--- src/rtl/mem_arbiter.sv ---
// rtl/mem_arbiter.sv - round-robin arbiter sharing one memory between CPU and DMA
module mem_arbiter #(
  parameter int ADDR_W  = 32,
  parameter int DATA_W  = 32,
  parameter int MEM_LAT = 1
) (
  input  logic              clk,
  input  logic              rst,
  input  logic              cpu_req,
  input  logic              cpu_we,
  input  logic [ADDR_W-1:0] cpu_addr,
  input  logic [DATA_W-1:0] cpu_wdata,
  output logic              cpu_done,
  output logic [DATA_W-1:0] cpu_rdata,
  output logic              cpu_stall,
  input  logic              dma_req,
  input  logic              dma_we,
  input  logic [ADDR_W-1:0] dma_addr,
  input  logic [DATA_W-1:0] dma_wdata,
  output logic              dma_done,
  output logic [DATA_W-1:0] dma_rdata,
  output logic              mem_en,
  output logic              mem_we,
  output logic [ADDR_W-1:0] mem_addr,
  output logic [DATA_W-1:0] mem_wdata,
  input  logic [DATA_W-1:0] mem_rdata
);

  localparam int CNT_W = (MEM_LAT > 1) ? $clog2(MEM_LAT) : 1;

  typedef enum logic [1:0] {IDLE, BUSY, DONE} state_t;

  state_t              state, state_next;
  logic                last_grant;  // 1 = DMA was granted last
  logic                win;         // 1 = DMA owns the current access
  logic                grant, grant_dma;
  logic                lat_we;
  logic [ADDR_W-1:0]   lat_addr;
  logic [DATA_W-1:0]   lat_wdata;
  logic [CNT_W-1:0]    cnt;

  always_comb begin
    state_next = state;
    grant      = 1'b0;
    grant_dma  = 1'b0;
    case (state)
      IDLE: begin
        if (cpu_req || dma_req) begin
          grant      = 1'b1;
          // on a tie the port that did not go last wins
          grant_dma  = dma_req && (!cpu_req || !last_grant);
          state_next = BUSY;
        end
      end
      BUSY: begin
        if (cnt == '0) state_next = DONE;
      end
      DONE:    state_next = IDLE;
      default: state_next = IDLE;
    endcase
  end

  always_ff @(posedge clk) begin
    if (!rst) begin
      state      <= IDLE;
      last_grant <= 1'b1;
      win        <= 1'b0;
      lat_we     <= 1'b0;
      lat_addr   <= '0;
      lat_wdata  <= '0;
      cnt        <= '0;
      cpu_rdata  <= '0;
      dma_rdata  <= '0;
    end else begin
      state <= state_next;
      if (grant) begin
        win        <= grant_dma;
        last_grant <= grant_dma;
        lat_we     <= grant_dma ? dma_we    : cpu_we;
        lat_addr   <= grant_dma ? dma_addr  : cpu_addr;
        lat_wdata  <= grant_dma ? dma_wdata : cpu_wdata;
        cnt        <= CNT_W'(MEM_LAT - 1);
      end else if (state == BUSY) begin
        if (cnt != '0) begin
          cnt <= cnt - CNT_W'(1);
        end else if (!lat_we) begin
          if (win) dma_rdata <= mem_rdata;
          else     cpu_rdata <= mem_rdata;
        end
      end
    end
  end

  assign mem_en    = (state == BUSY);
  assign mem_we    = mem_en && lat_we;
  assign mem_addr  = lat_addr;
  assign mem_wdata = lat_wdata;
  assign cpu_done  = (state == DONE) && !win;
  assign dma_done  = (state == DONE) && win;
  assign cpu_stall = cpu_req && !cpu_done;

endmodule

--- config.mk ---
export PLATFORM = sky130hd
export DESIGN_NAME = mem_arbiter
export DESIGN_NICKNAME = d
export VERILOG_FILES = /design/src/rtl/mem_arbiter.sv
export SDC_FILE = /design/constraint.sdc
export NUM_CORES = 1
export LEC_CHECK = 0
export ABC_AREA = 1
export BUFFER_PORTS_ARGS = -buffer_cell sky130_fd_sc_hd__buf_2
export CORE_MARGIN = 1.5
export CORE_UTILIZATION = 51
export DETAILED_ROUTE_END_ITERATION = 7
export MAX_ROUTING_LAYER = met4
export PLACE_DENSITY = 0.86
export SYNTH_ARGS = -nofsm -noshare
export SYNTH_HDL_FRONTEND = slang
export SYNTH_SLANG_ARGS = --single-unit
--- constraint.sdc ---
create_clock -name clk -period 3.5 [get_ports clk]
set_input_delay 0.175 -clock clk [delete_from_list [all_inputs] [get_ports clk]]
set_output_delay 0.175 -clock clk [all_outputs]
set_load 0.01 [all_outputs]
=== Word-level counts from Yosys, hierarchy flattened ===
Index checks and enable logic that the tools add are counted.
Widths: inputs -> output; s select.

* Flip-flop bits (word level): 134
* Latch bits: 0
* RAM bits: 0
* ROM bits: 0
* Input bits: 166
* Output and inout port bits: 133
* Memories kept: 0

* $add $sub $neg: 1
* Multiply operators: 0
* Div/mod/pow operators: 0
* Magnitude comparators: 0
* Equal/unequal tests: 4
* Shifts and indexed selects: 0
* Multiplexer cells: 11
* Bitwise logic cells: 5
* Reduce and logical (&&, ||, !) cells: 16

{| class="wikitable"
|+ Operators with widths
! cell !! count
|-
| $mux 32 || 2
|-
| $reduce_and 5->1 || 2
|-
| $mux 1 || 6
|-
| $logic_and 1x1->1 || 5
|-
| $not 1->1 || 5
|-
| $logic_not 1->1 || 4
|-
| $mux 2 || 2
|-
| $ne 2x2->1 const B || 2
|-
| $pmux 2 s2 || 1
|-
| $eq 2x1->1 const B || 1
|-
| $eq 2x2->1 const B || 1
|-
| $logic_not 2->1 || 1
|-
| $logic_or 1x1->1 || 2
|-
| $reduce_and 2->1 || 1
|-
| $reduce_or 2->1 || 1
|-
| $sub 1x1->1 const B || 1
|}

=== Logic depth before layout (Yosys ltp) ===
Gate-level depths: netlist of the first run.

* Depth in word-level cells: 6
* Depth in mapped cells: 7
* Gate-level depth less buffers: 6

=== Worst setup path after synthesis of the first run ===
No wires, ideal clock.

* Kind: register -> register
* From: register state[0]
* To: register cpu_rdata[0]
* Data arrival time: 1.078 ns
* Data required time: 3.386 ns
* Setup slack: 2.308 ns
* Stages on the path, launching flop included: 7
* Path buffers: 1
* Period minus slack after synthesis: 1.192 ns
* Cell sequence: dfxtp_1 > inv_2 > nor2_4 > nand3_2 > clkbuf_1 > o21ai_1 > nor2_1

{| class="wikitable"
|+ RTL lines
! element !! line !! source
|-
| start, declared || 33 || <nowiki>state_t state, state_next;</nowiki>
|-
| start signal, assigned || 75 || <nowiki>state <= state_next;</nowiki>
|-
| $eq 2x1->1 || n/a ||
|-
| named net mem_en || 22 || <nowiki>output logic mem_en,</nowiki>
|-
| $reduce_and 5->1 (no line) || n/a ||
|-
| end signal, assigned || 88 || <nowiki>else cpu_rdata <= mem_rdata;</nowiki>
|-
| end, declared || 14 || <nowiki>output logic [DATA_W-1:0] cpu_rdata,</nowiki>
|}

The timed path passes the listed nets, and every way through them passes these cells.
A chain may end at the register's enable or synchronous reset.

=== Final worst setup path of the first run ===
* From: register state[1]
* To: register lat_addr[27], in the netlist mem_addr[27]

* Word-level cells in the longest chain between the ends: 3

{| class="wikitable"
|+ Ends and longest elaborated chain
! element !! line !! source
|-
| $logic_not 2->1 (*) || 46 || <nowiki>case (state)</nowiki>
|-
| $mux 1 || 46 ||
|-
| $mux 32 || 80 || <nowiki>lat_addr <= grant_dma ? dma_addr : cpu_addr;</nowiki>
|-
| end signal, assigned || 80 ||
|-
| end, declared || 38 || <nowiki>logic [ADDR_W-1:0] lat_addr;</nowiki>
|}

Mark *: on every way between the ends. The rest lies on a longest branch, timed or not.

==> results of run 1 <==
[cell usage after synthesis, drive strengths merged]
| cell type | count |
|---|---|
| nand2 | 323 |
| inv | 201 |
| nor2 | 135 |
| dfxtp | 133 |
| a21oi | 66 |
| o21ai | 66 |
| buf | 32 |
| clkbuf | 22 |
| nand3 | 6 |
| nand4 | 2 |
| and2 | 1 |
[critical path: cells and delay by family, from the launching register on]
family / cells / cell delay, ns
buffers and inverters: 2 / 0.52
and+or+nand+nor: 5 / 0.91
DFF: 1 / 0.36
[power groups by stage]
stage / clock [mW] / combinational (mW) / sequential (mW)
global placement: 0 / 0.890 / 1.75
global route: 2.01 / 1.03 / 1.74
finish: 1.92 / 0.913 / 1.73
CTS: 1.94 / 0.917 / 1.73
floorplan: 0 / 0.524 / 1.82
detailed placement: 0 / 0.906 / 1.76
[final timing paths]
path,startpoint,endpoint,slack [ns],cells past startpoint
worst min-delay path,mem_rdata[24],cpu_rdata[24]$_SDFFE_PN0P_,0.008,3
worst max register to register,state[1]$_SDFFE_PN0P_,mem_addr[27]$_SDFFE_PN0P_,1.60,7
worst max-delay path,state[1]$_SDFFE_PN0P_,mem_addr[27]$_SDFFE_PN0P_,1.60,7
worst min register to register,last_grant$_SDFFE_PN1P_,last_grant$_SDFFE_PN1P_,0.47,2
[per-layer routing]
metal	vias up	share of wire [%]	GRT usage, %	routed length, um
li1	3427	-	-	-
met1	2808	39	29.00	7038
met2	269	49	48.17	8765
met3	56	7.2	7.644	1294
met4	0	4.4	15.64	792
met5	-	0	-	0
[final cells by class]
type,instances,share of cell area [%]
antenna,2,0.05882
clock buffer,18,5.044
clock inverter,13,2.441
inverter,201,8.882
multi-input combinational,599,31.25
sequential,133,31.29
tap,168,2.471
timing repair buffer,307,18.56
[cells by family after synthesis]
family / after synthesis / synth area share [%]
AOI/OAI and AO/OA: 132 / 13.30
buffers and inverters: 255 / 17.09
DFF: 133 / 41.55
and+or+nand+nor: 467 / 28.06
[sequential cells by signal (all words and copies together), names as in the netlist]
| register | cells |
|---|---|
| cpu_rdata | 32 |
| dma_rdata | 32 |
| last_grant | 1 |
| lat_we | 1 |
| mem_addr | 32 |
| mem_wdata | 32 |
| state | 2 |
| win | 1 |
[through the flow]
stage	hold WS (ns)	utilization, %
CTS	0.00008865	70.21
finish	0.008359	70.25
detailed placement	0.4317	64.78
global placement	0.4256	64.78
floorplan	0.3238	-
global route	0.003030	70.25
[cells in the final DEF, fill, tap and decap left out]
cell type and instances:
nor2_1 133, o21ai_4 1, nand3_2 3, clkinvlp_4 1, dfxtp_1 133, a21oi_2 50
buf_12 1, inv_1 197, clkbuf_1 1, bufinv_16 5, o21ai_1 60, inv_2 3
clkinv_4 4, nand4_1 2, nand3_1 3, buf_4 7, a21oi_1 16, and2_2 1
nor2_4 2, dlygate4sd3_1 2, buf_2 297, o21ai_0 5, nand2_1 323, diode_2 2
clkinv_2 4, clkbuf_16 17
==> results.md, run 1 <==
* Outcome: finished, final reports clean
* Total grt overflow at 0
* Post-synth top area share at 41.55%
* CTS tree: done
* Clock Power Share at a little over two fifths
* Largest net degree at the start of global routing at 84
* First-pass GRT wire length at between 20000 and 30000 um
* Layout cells sized above 1 at 31.16%
* Max Slew Vio Count at 0
* Final std cells w/o fill at 1441
* Nets at roughly 1400
* Finished Cell Area at 8508 um2
* Syn_nets at around 1200
* Drt wl/cell at 12.41 um
* Clock root cell: clkbuf_16
* TritonCTS Buffers at 17
* Initial antenna violation count at 2
* Final setup margin at 1.602 ns
* Setup TNS at 0 ns
* Crit-path max cell delay at ~0.48 ns
* Post-route DRC at 0
* Die Ht at approximately 120 um
* FF+latch area at 2663 um2
* Ys Warns at 0
* Fmax at between 500 and 600 MHz
* Slowest-stage cell, CP: buf_4
* Distinct cells, synth at 19
* Total power draw at ~4.6 mW
* Clk_skew at 0.01140 ns
* Area growth from synthesis to layout at 32.79%
* GP Congestion at ~0.87
* Dpl cells at 1406
* H-tree Lvls at 4
* Crit path max fanout at 43
* Syn Std Cell Area at 6407 um2
* WL final at 17890 um
* Final setup viols at 0
* DIE AREA at 13240 um2
* MaxCap Viol Count at 0
* CTS Sinks at 133
* Fill cell count at 1072
* Final ANT Viol Nets at 0
* Critical Path Start Type: flip-flop
* Comb pwr share at 20.0%
* Die extent in x at 115.1 um
* # resized after CTS at 0
* Worst slew pin tran at between 1 and 1.5 ns
* Critical path capture point type: flip-flop
* Final Critical Period at 1.898 ns
* Worst path most repeated cell: nand2_1
* Core ar. at ~12000 um2
* First-pass DRT Iterations at 4
* Avg Inst Size Synth at roughly 6.5 um2
* # IOs at 299
* Multi-input logic area at ~2700 um2
* Min-Delay Path Class: primary input to flip-flop
* Lkg Pwr at 5.002 nW
* Max clock buf depth at 2
* Flops & latches, synth at 133
* IO Port Bufs at 298
* Vias in the first global route at about 6100
* Cell taking the most area after synthesis: dfxtp_1
* Iteration-0 DRC Markers at 405
* Via count at 6560
* Place WS at 1.599 ns
* Setup bufs post-CTS at 0
* Post-Synthesis Cells at between 900 and 1000
* Int Power at 3.266 mW
* Crit share post-route at a little over half
* WS Path Type: flip-flop to flip-flop
* Clk_lat worst skew at 0.43 ns
* Sequential power share at 37.9%
* Hpwl dp at 12460 um
* Sequential cell area fraction in the yosys report at 41.55%
* Critical Path RT at about 3.8 ns
* Max-slew headroom at 22.20%
* FP Rows at 40
* Hold Fails Final Rpt at 0
* Reg clk slew, reported paths at 0.06 ns
* Sw Ratio at between 20% and 30%
* GR Util All Layers at between 20% and 30%
* Switching power total at 1.297 mW
* RSZ-0062 raised after global routing: false
* Peak supply drop at 285.3 uV
* Initial Util at 52.90%
* Arr. time, crit path at 2.22 ns
* Synth area leaders: dfxtp_1 42%, nand2_1 19%, inv_1 12%, nor2_1 7.8%, a21oi_2 6.8%
* Vias/cell at roughly 4.6
* PwrDens at 536.3 nW/um2
* DP Area at 7846 um2
* Crit-path cells: nor2_4 -> nand3_2 -> buf_4 -> nand2_1 -> nand3_1 -> nand2_1 -> inv_1
* Hold buffer count at cts at 2
Note: power is estimated with default switching activity, not from simulation.
==> inputs of run 2 (changes only) <==
ABC_AREA = 0   (was 1)
CORE_UTILIZATION = 40   (was 51)
PLACE_DENSITY = 0.77   (was 0.86)
clock period = 1.6 ns   (was 3.5 ns; I/O delays follow)
==> results.md, run 2 <==
* Worst slew pin tran at 0.3623 ns (-0.8047 ns)
* Setup bufs post-CTS at 0 (unchanged)
* Peak supply drop at 746.1 uV (+160%)
* Max clock buf depth at 2 (unchanged)
* Met2 Use GR at 52.41% (+4.2 points)
* Outcome: finished, final reports clean
* Hold WS at 0.01290 ns (+0.004540 ns)
* Flops & latches, synth at 133 (unchanged)
* Total grt overflow at 0 (unchanged)
* Int Power at 6.652 mW (+100%)
* Critical Path RT at 1.90 ns (-1.92 ns)
* Syn_nets at 833 (-28%)
* WS Path Type: flip-flop to flip-flop
* Most used routing layer in global routing: met2
* Final setup margin at 0.1104 ns (-1.492 ns)
* MaxCap Viol Count at 0 (unchanged)
* Critical Path Start Type: flip-flop
* Post-route DRC at 0 (unchanged)
* Lkg Pwr at 4.147 nW (-17%)
* GP Congestion at 0.8205 (-5.7%)
* Clk_lat worst skew at 0.42 ns (about the same)
* H-tree Lvls at 4 (unchanged)
* Worst R2R Path Depth at 5 (-2)
* PwrDens at 1030 nW/um2 (+92%)
* Critical path capture point type: flip-flop
* Die Ht at 117.9 um (+2.5%)
* # IOs at 299 (unchanged)
* Nets at 1260 (-12%)
* Die extent in x at 117.9 um (+2.5%)
* CTS Sinks at 133 (unchanged)
* Fmax at 671.3 MHz (+27%)
* Max-slew headroom at 75.84% (+54 points)
* Total power draw at 9.384 mW (+110%)
* DIE AREA at 13910 um2 (+5.0%)
* TritonCTS Buffers at 17 (unchanged)
* Cell taking the most area after synthesis: dfxtp_1
* Synth area leaders: dfxtp_1 50%, a21oi_1 12%, o32ai_1 10%, nand2_1 9.2%, inv_1 4.6%
* Vias in the first global route at 6738 (+9.9%)
* EDFF count, synth at 0 (unchanged)
* Syn Std Cell Area at 5283 um2 (-18%)
* Commonest non-fill, non-tap cell in the layout: buf_2
* Top-count cell post-synth: dfxtp_1
* Post-synth top area share at 50.40% (+8.8 points)
* Layout cells sized above 1 at 32.61% (+1.5 points)
* Sequential power share at 39.4% (+1.5 points)
* Place WS at 0.2064 ns (-1.393 ns)
* Hpwl dp at 11850 um (-4.9%)
* Max Slew Vio Count at 0 (unchanged)
* IO Port Bufs at 298 (unchanged)
* Switching power total at 2.732 mW (+110%)
* Final ANT Viol Nets at 0 (unchanged)
* M1 GR Usage at 32.82% (+3.8 points)
* Layout Utilization at 71.29% (+1.0 points)
* DP Area at 7069 um2 (-9.9%)
* Most used flip-flop cell after synthesis: dfxtp_1
* Min-Delay Path Class: primary input to flip-flop
* Iteration-0 DRC Markers at 556 (+37%)
* Core ar. at 12770 um2 (+5.5%)
* WL final at 21640 um (+21%)
* Sw Ratio at 29.11% (+0.69 points)
* Commonest cells post-synth: 133 x dfxtp_1, 130 x a21oi_1, 129 x nand2_1
* GR Util All Layers at 31.57% (+3.5 points)
* Post-Synthesis Cells at 667 (-32%)
* Vias/cell at 5.230 (+15%)
* Initial antenna violation count at 1 (-1)
* Crit path max fanout at 34 (-21%)
* First-pass DRT Iterations at 7 (+3)
* Clk_skew at 0.009778 ns (-0.001619 ns)
* Most frequent cells in the layout: 298 x buf_2, 145 x dlygate4sd3_1, 133 x dfxtp_1
* Final setup viols at 0 (unchanged)
* Finished Cell Area at 9106 um2 (+7.0%)
* Comb pwr share at 20.4% (+0.4 points)
* Hold depth at 3 (unchanged)
* Via count at 6694 (+2.0%)
* Sequential cell area fraction in the yosys report at 50.40% (+8.8 points)
* Hold Fails Final Rpt at 0 (unchanged)
* Reg clk slew, reported paths at 0.06 ns (about the same)
* RSZ-0062 raised after global routing: false
* Area growth from synthesis to layout at 72.38%
* First-pass GRT wire length at 33800 um (+21%)
* Post-synth ARST share at 0% (unchanged)
* Clock root cell: clkbuf_16
* Final Critical Period at 1.490 ns (-0.4081 ns)
* FP Rows at 41 (+2.5%)
* Clock Power Share at 40.3% (-1.8 points)
* Met3 Usage GRT at 9.884% (+2.2 points)
* Arr. time, crit path at 1.79 ns (-0.43 ns)
* Fill cell count at 913 (-15%)
* Final std cells w/o fill at 1280 (-11%)
* CTS tree: done
* Crit share post-route at 93.10% (+39 points)
* Ys Warns at 0 (unchanged)
* Drt wl/cell at 16.90 um (+36%)
* Largest net degree at the start of global routing at 65 (-23%)
* Setup TNS at 0 ns (unchanged)
* Dpl cells at 1102 (-22%)
* Avg Inst Size Synth at 7.920 um2 (+22%)
* Distinct cells, synth at 27 (+8)
* Initial Util at 41.36% (-12 points)
==> run 2: path summary, 6_finish.rpt <==
kind | start | to | slack, ns
setup / recovery | state[0]$_SDFFE_PN0P_ | mem_wdata[25]$_SDFFE_PN0P_ | 0.11
setup reg to reg | state[0]$_SDFFE_PN0P_ | mem_wdata[25]$_SDFFE_PN0P_ | 0.11
hold / removal | cpu_wdata[1] | mem_wdata[1]$_SDFFE_PN0P_ | 0.01
hold reg to reg | cpu_rdata[13]$_SDFFE_PN0P_ | cpu_rdata[13]$_SDFFE_PN0P_ | 0.45
==> run 2: area by class of cell <==
class | count | area (um2) | share of cell area [%]
Antenna cell | 1 | 2.502 | 0.02748
Clock buffer | 18 | 429.2 | 4.713
Clock inverter | 14 | 142.6 | 1.566
Inverter | 65 | 244.0 | 2.679
Multi-Input combinational cell | 413 | 2181 | 23.95
Sequential cell | 133 | 2663 | 29.24
Tap cell | 172 | 215.2 | 2.363
Timing Repair Buffer | 464 | 3229 | 35.46
==> run 2: logic make-up after synthesis <==
| family | after synthesis | synth area share, % |
|---|---|---|
| AOI/OAI and AO/OA | 202 | 24.11 |
| DFF | 133 | 50.40 |
| buffers and inverters | 121 | 9.214 |
| and+or+nand+nor | 211 | 16.27 |
==> run 2: power groups by stage <==
stage | registers, mW | logic [mW] | clock network, mW
floorplan | 3.87 | 0.683 | 0
global placement | 3.74 | 1.54 | 0
detailed placement | 3.75 | 1.55 | 0
CTS | 3.68 | 1.84 | 3.84
global route | 3.71 | 2.05 | 4.01
finish | 3.70 | 1.91 | 3.78
==> run 2: critical path, stage by stage, from the launching register on <==
cell     delay, ns
dfxtp_1       0.31
buf_4         0.16
nor2_4        0.15
nand3_2       0.16
buf_12        0.20
o32ai_1       0.37
==> run 2: metal layers <==
metal / wire length [um] / share of wire [%]
met1: 7922 / 37
met2: 10600 / 49
met3: 1915 / 8.9
met4: 1196 / 5.5
met5: 0 / 0
==> run 2: what timing repair did <==
action / 4_1_cts / 5_1_grt
hold buffers: 145 / 0
gates resized for setup: 0 / 3
hold endpoints to repair: 128 / 0
endpoints found under the setup margin: 0 / 4
==> inputs of run 3 (changes only) <==
CORE_AREA = 2 2 115 117   (was unset)
CORE_MARGIN = unset   (was 1.5)
CORE_UTILIZATION = unset   (was 40)
DIE_AREA = 0 0 117 119   (was unset)
PLACE_DENSITY = 0.76   (was 0.77)
clock period = 1.8 ns   (was 1.6 ns; I/O delays follow)
==> results.md, run 3 (synthesis gave the netlist of run 2 again) <==
* Setup bufs post-CTS at 0 (unchanged)
* Clock root cell: clkbuf_16
* Worst slew pin tran at 0.3673 ns (+0.004921 ns)
* PwrDens at 944.2 nW/um2 (-8.4%)
* MaxCap Viol Count at 0 (unchanged)
* Finished Cell Area at 8726 um2 (-4.2%)
* Nets at 1223 (-2.9%)
* Lkg Pwr at 3.981 nW (-4.0%)
* Critical Path Start Type: flip-flop
* Clk_lat worst skew at 0.41 ns (about the same)
* Fmax at about 620 MHz
* Most frequent cells in the layout: 298 x buf_2, 133 x dfxtp_1, 130 x a21oi_1
* Clk_skew at 0.007235 ns (-0.002544 ns)
* DP Area at 7004 um2 (-0.92%)
* Hold Fails Final Rpt at 0 (unchanged)
* Final setup margin at 0.1946 ns (+0.08417 ns)
* Crit share post-route at 89.19%
* GP Congestion at 0.8230 (+0.30%)
* Initial antenna violation count at 0 (-1)
* Total grt overflow at 0 (unchanged)
* RSZ-0062 raised after global routing: false
* IO Port Bufs at 298 (unchanged)
* DIE AREA at 13920 um2 (+0.13%)
* Max-slew headroom at 75.52% (-0.33 points)
* HP Start: cpu_addr[12]
* Drt wl/cell at 15.67 um (-7.3%)
* First-pass GRT wire length at 29960 um (-11%)
* Max clock buf depth at 2 (unchanged)
* Final Critical Period at 1.605 ns
* FP Rows at 42 (+2.4%)
* Vias in the first global route at 6177 (-8.3%)
* Post-route DRC at 0 (unchanged)
* Hpwl dp at 11470 um (-3.2%)
* Iteration-0 DRC Markers at 572 (+2.9%)
* WS Path Type: flip-flop to output pin
* Min-Delay Path Class: primary input to flip-flop
* Critical path startpoint: state[1]$_SDFFE_PN0P_
* Die Ht at 119 um (+0.92%)
* Hold buffer count at cts at 114 (-21%)
* First-pass DRT Iterations at 5 (-2)
* Reg clk slew, reported paths at 0.06 ns (about the same)
* Place WS at 0.2645 ns (+0.05813 ns)
* TritonCTS Buffers at 17 (unchanged)
* Outcome: finished, final reports clean
* H-tree Lvls at 4 (unchanged)
* Final setup viols at 0 (unchanged)
* Max Slew Vio Count at 0 (unchanged)
* N_diodes at 0 (-1)
* CTS Sinks at 133 (unchanged)
* Largest net degree at the start of global routing at 67 (+3.1%)
* WL final at 19520 um (-9.8%)
* Die extent in x at 117 um (-0.78%)
* Critical Path RT at 1.71 ns (-0.19 ns)
* Initial Util at 41.03% (-0.33 points)
* Peak supply drop at 618.7 uV (-17%)
* Via count at 6386 (-4.6%)
* Vias/cell at 5.125 (-2.0%)
* Core ar. at 12870 um2 (+0.79%)
* Final ANT Viol Nets at 0 (unchanged)
* # resized after CTS at 0 (unchanged)
* CTS tree: done
* Setup TNS at 0 ns (unchanged)
* # IOs at 299 (unchanged)
* Area growth from synthesis to layout at 65.18%
* Crit path max fanout at 7 (-79%)
* Commonest non-fill, non-tap cell in the layout: buf_2
* GR Util All Layers at 27.99% (-3.6 points)
* Critical path capture point type: output pin
* Arr. time, crit path at 1.52 ns (-0.27 ns)
* Layout cells sized above 1 at 33.08% (+0.47 points)
* Reg2reg start: state[1]$_SDFFE_PN0P_
[run 3: cell count changes in the layout (fill, tap and decap cells not counted), sizes merged, moves of 4 or more]
cell,previous run,this run
inv,71,67
buf,319,313
clkinv,4,8
dlygate4sd3,145,114
[run 3: report_power, final]
part	switching (mW)	internal [mW]	total [mW]
Clock	1.34	2.04	3.38
Combinational	0.842	0.736	1.58
Sequential	0.113	3.17	3.28
Total	2.29	5.95	8.24
[run 3: layer usage]
| layer | vias to the layer above | global-route usage (%) | wire [um] |
|---|---|---|---|
| met3 | 69 | 7.074 | 1474 |
| met5 | - | - | 0 |
| met2 | 342 | 45.38 | 9309 |
| li1 | 3036 | - | - |
| met1 | 2939 | 32.16 | 7916 |
| met4 | 0 | 13.24 | 822 |
[run 3: area by class of cell]
type,instances,area (um2)
inverters,65,244.0
clock inverters,15,155.1
fillers,988,4149
multi-input cells,413,2173
repair buffers,427,2845
flip-flops and latches,133,2663
well taps,176,220.2
clock buffers,17,425.4
[run 3: through the flow]
| stage | instances | total power, mW | hold WS (ns) | utilization [%] |
|---|---|---|---|---|
| 5_1_grt | 1246 | 8.605 | 0.007348 | 67.77 |
| 6_report | 1246 | 8.239 | 0.01453 | 67.77 |
| 2_1_floorplan | 667 | 4.050 | 0.1618 | - |
| 3_3_place_gp | 1100 | 4.673 | 0.3438 | 54.40 |
| 4_1_cts | 1246 | 8.264 | 0.0001298 | 67.77 |
| 3_5_place_dp | 1100 | 4.688 | 0.3387 | 54.40 |
[run 3: worst max-delay path: stages (launching register included)]
cell	delay [ns]
dfxtp_1	0.38
buf_4	0.19
nor3b_1	0.31
nor2b_1	0.08
buf_2	0.15
[run 3: final timing paths]
kind | depth (start not counted) | slack [ns] | end
max | 4 | 0.19 | cpu_stall
min | 3 | 0.01 | mem_addr[12]$_SDFFE_PN0P_
max reg2reg | 5 | 0.25 | cpu_rdata[11]$_SDFFE_PN0P_
min reg2reg | 2 | 0.45 | cpu_rdata[3]$_SDFFE_PN0P_
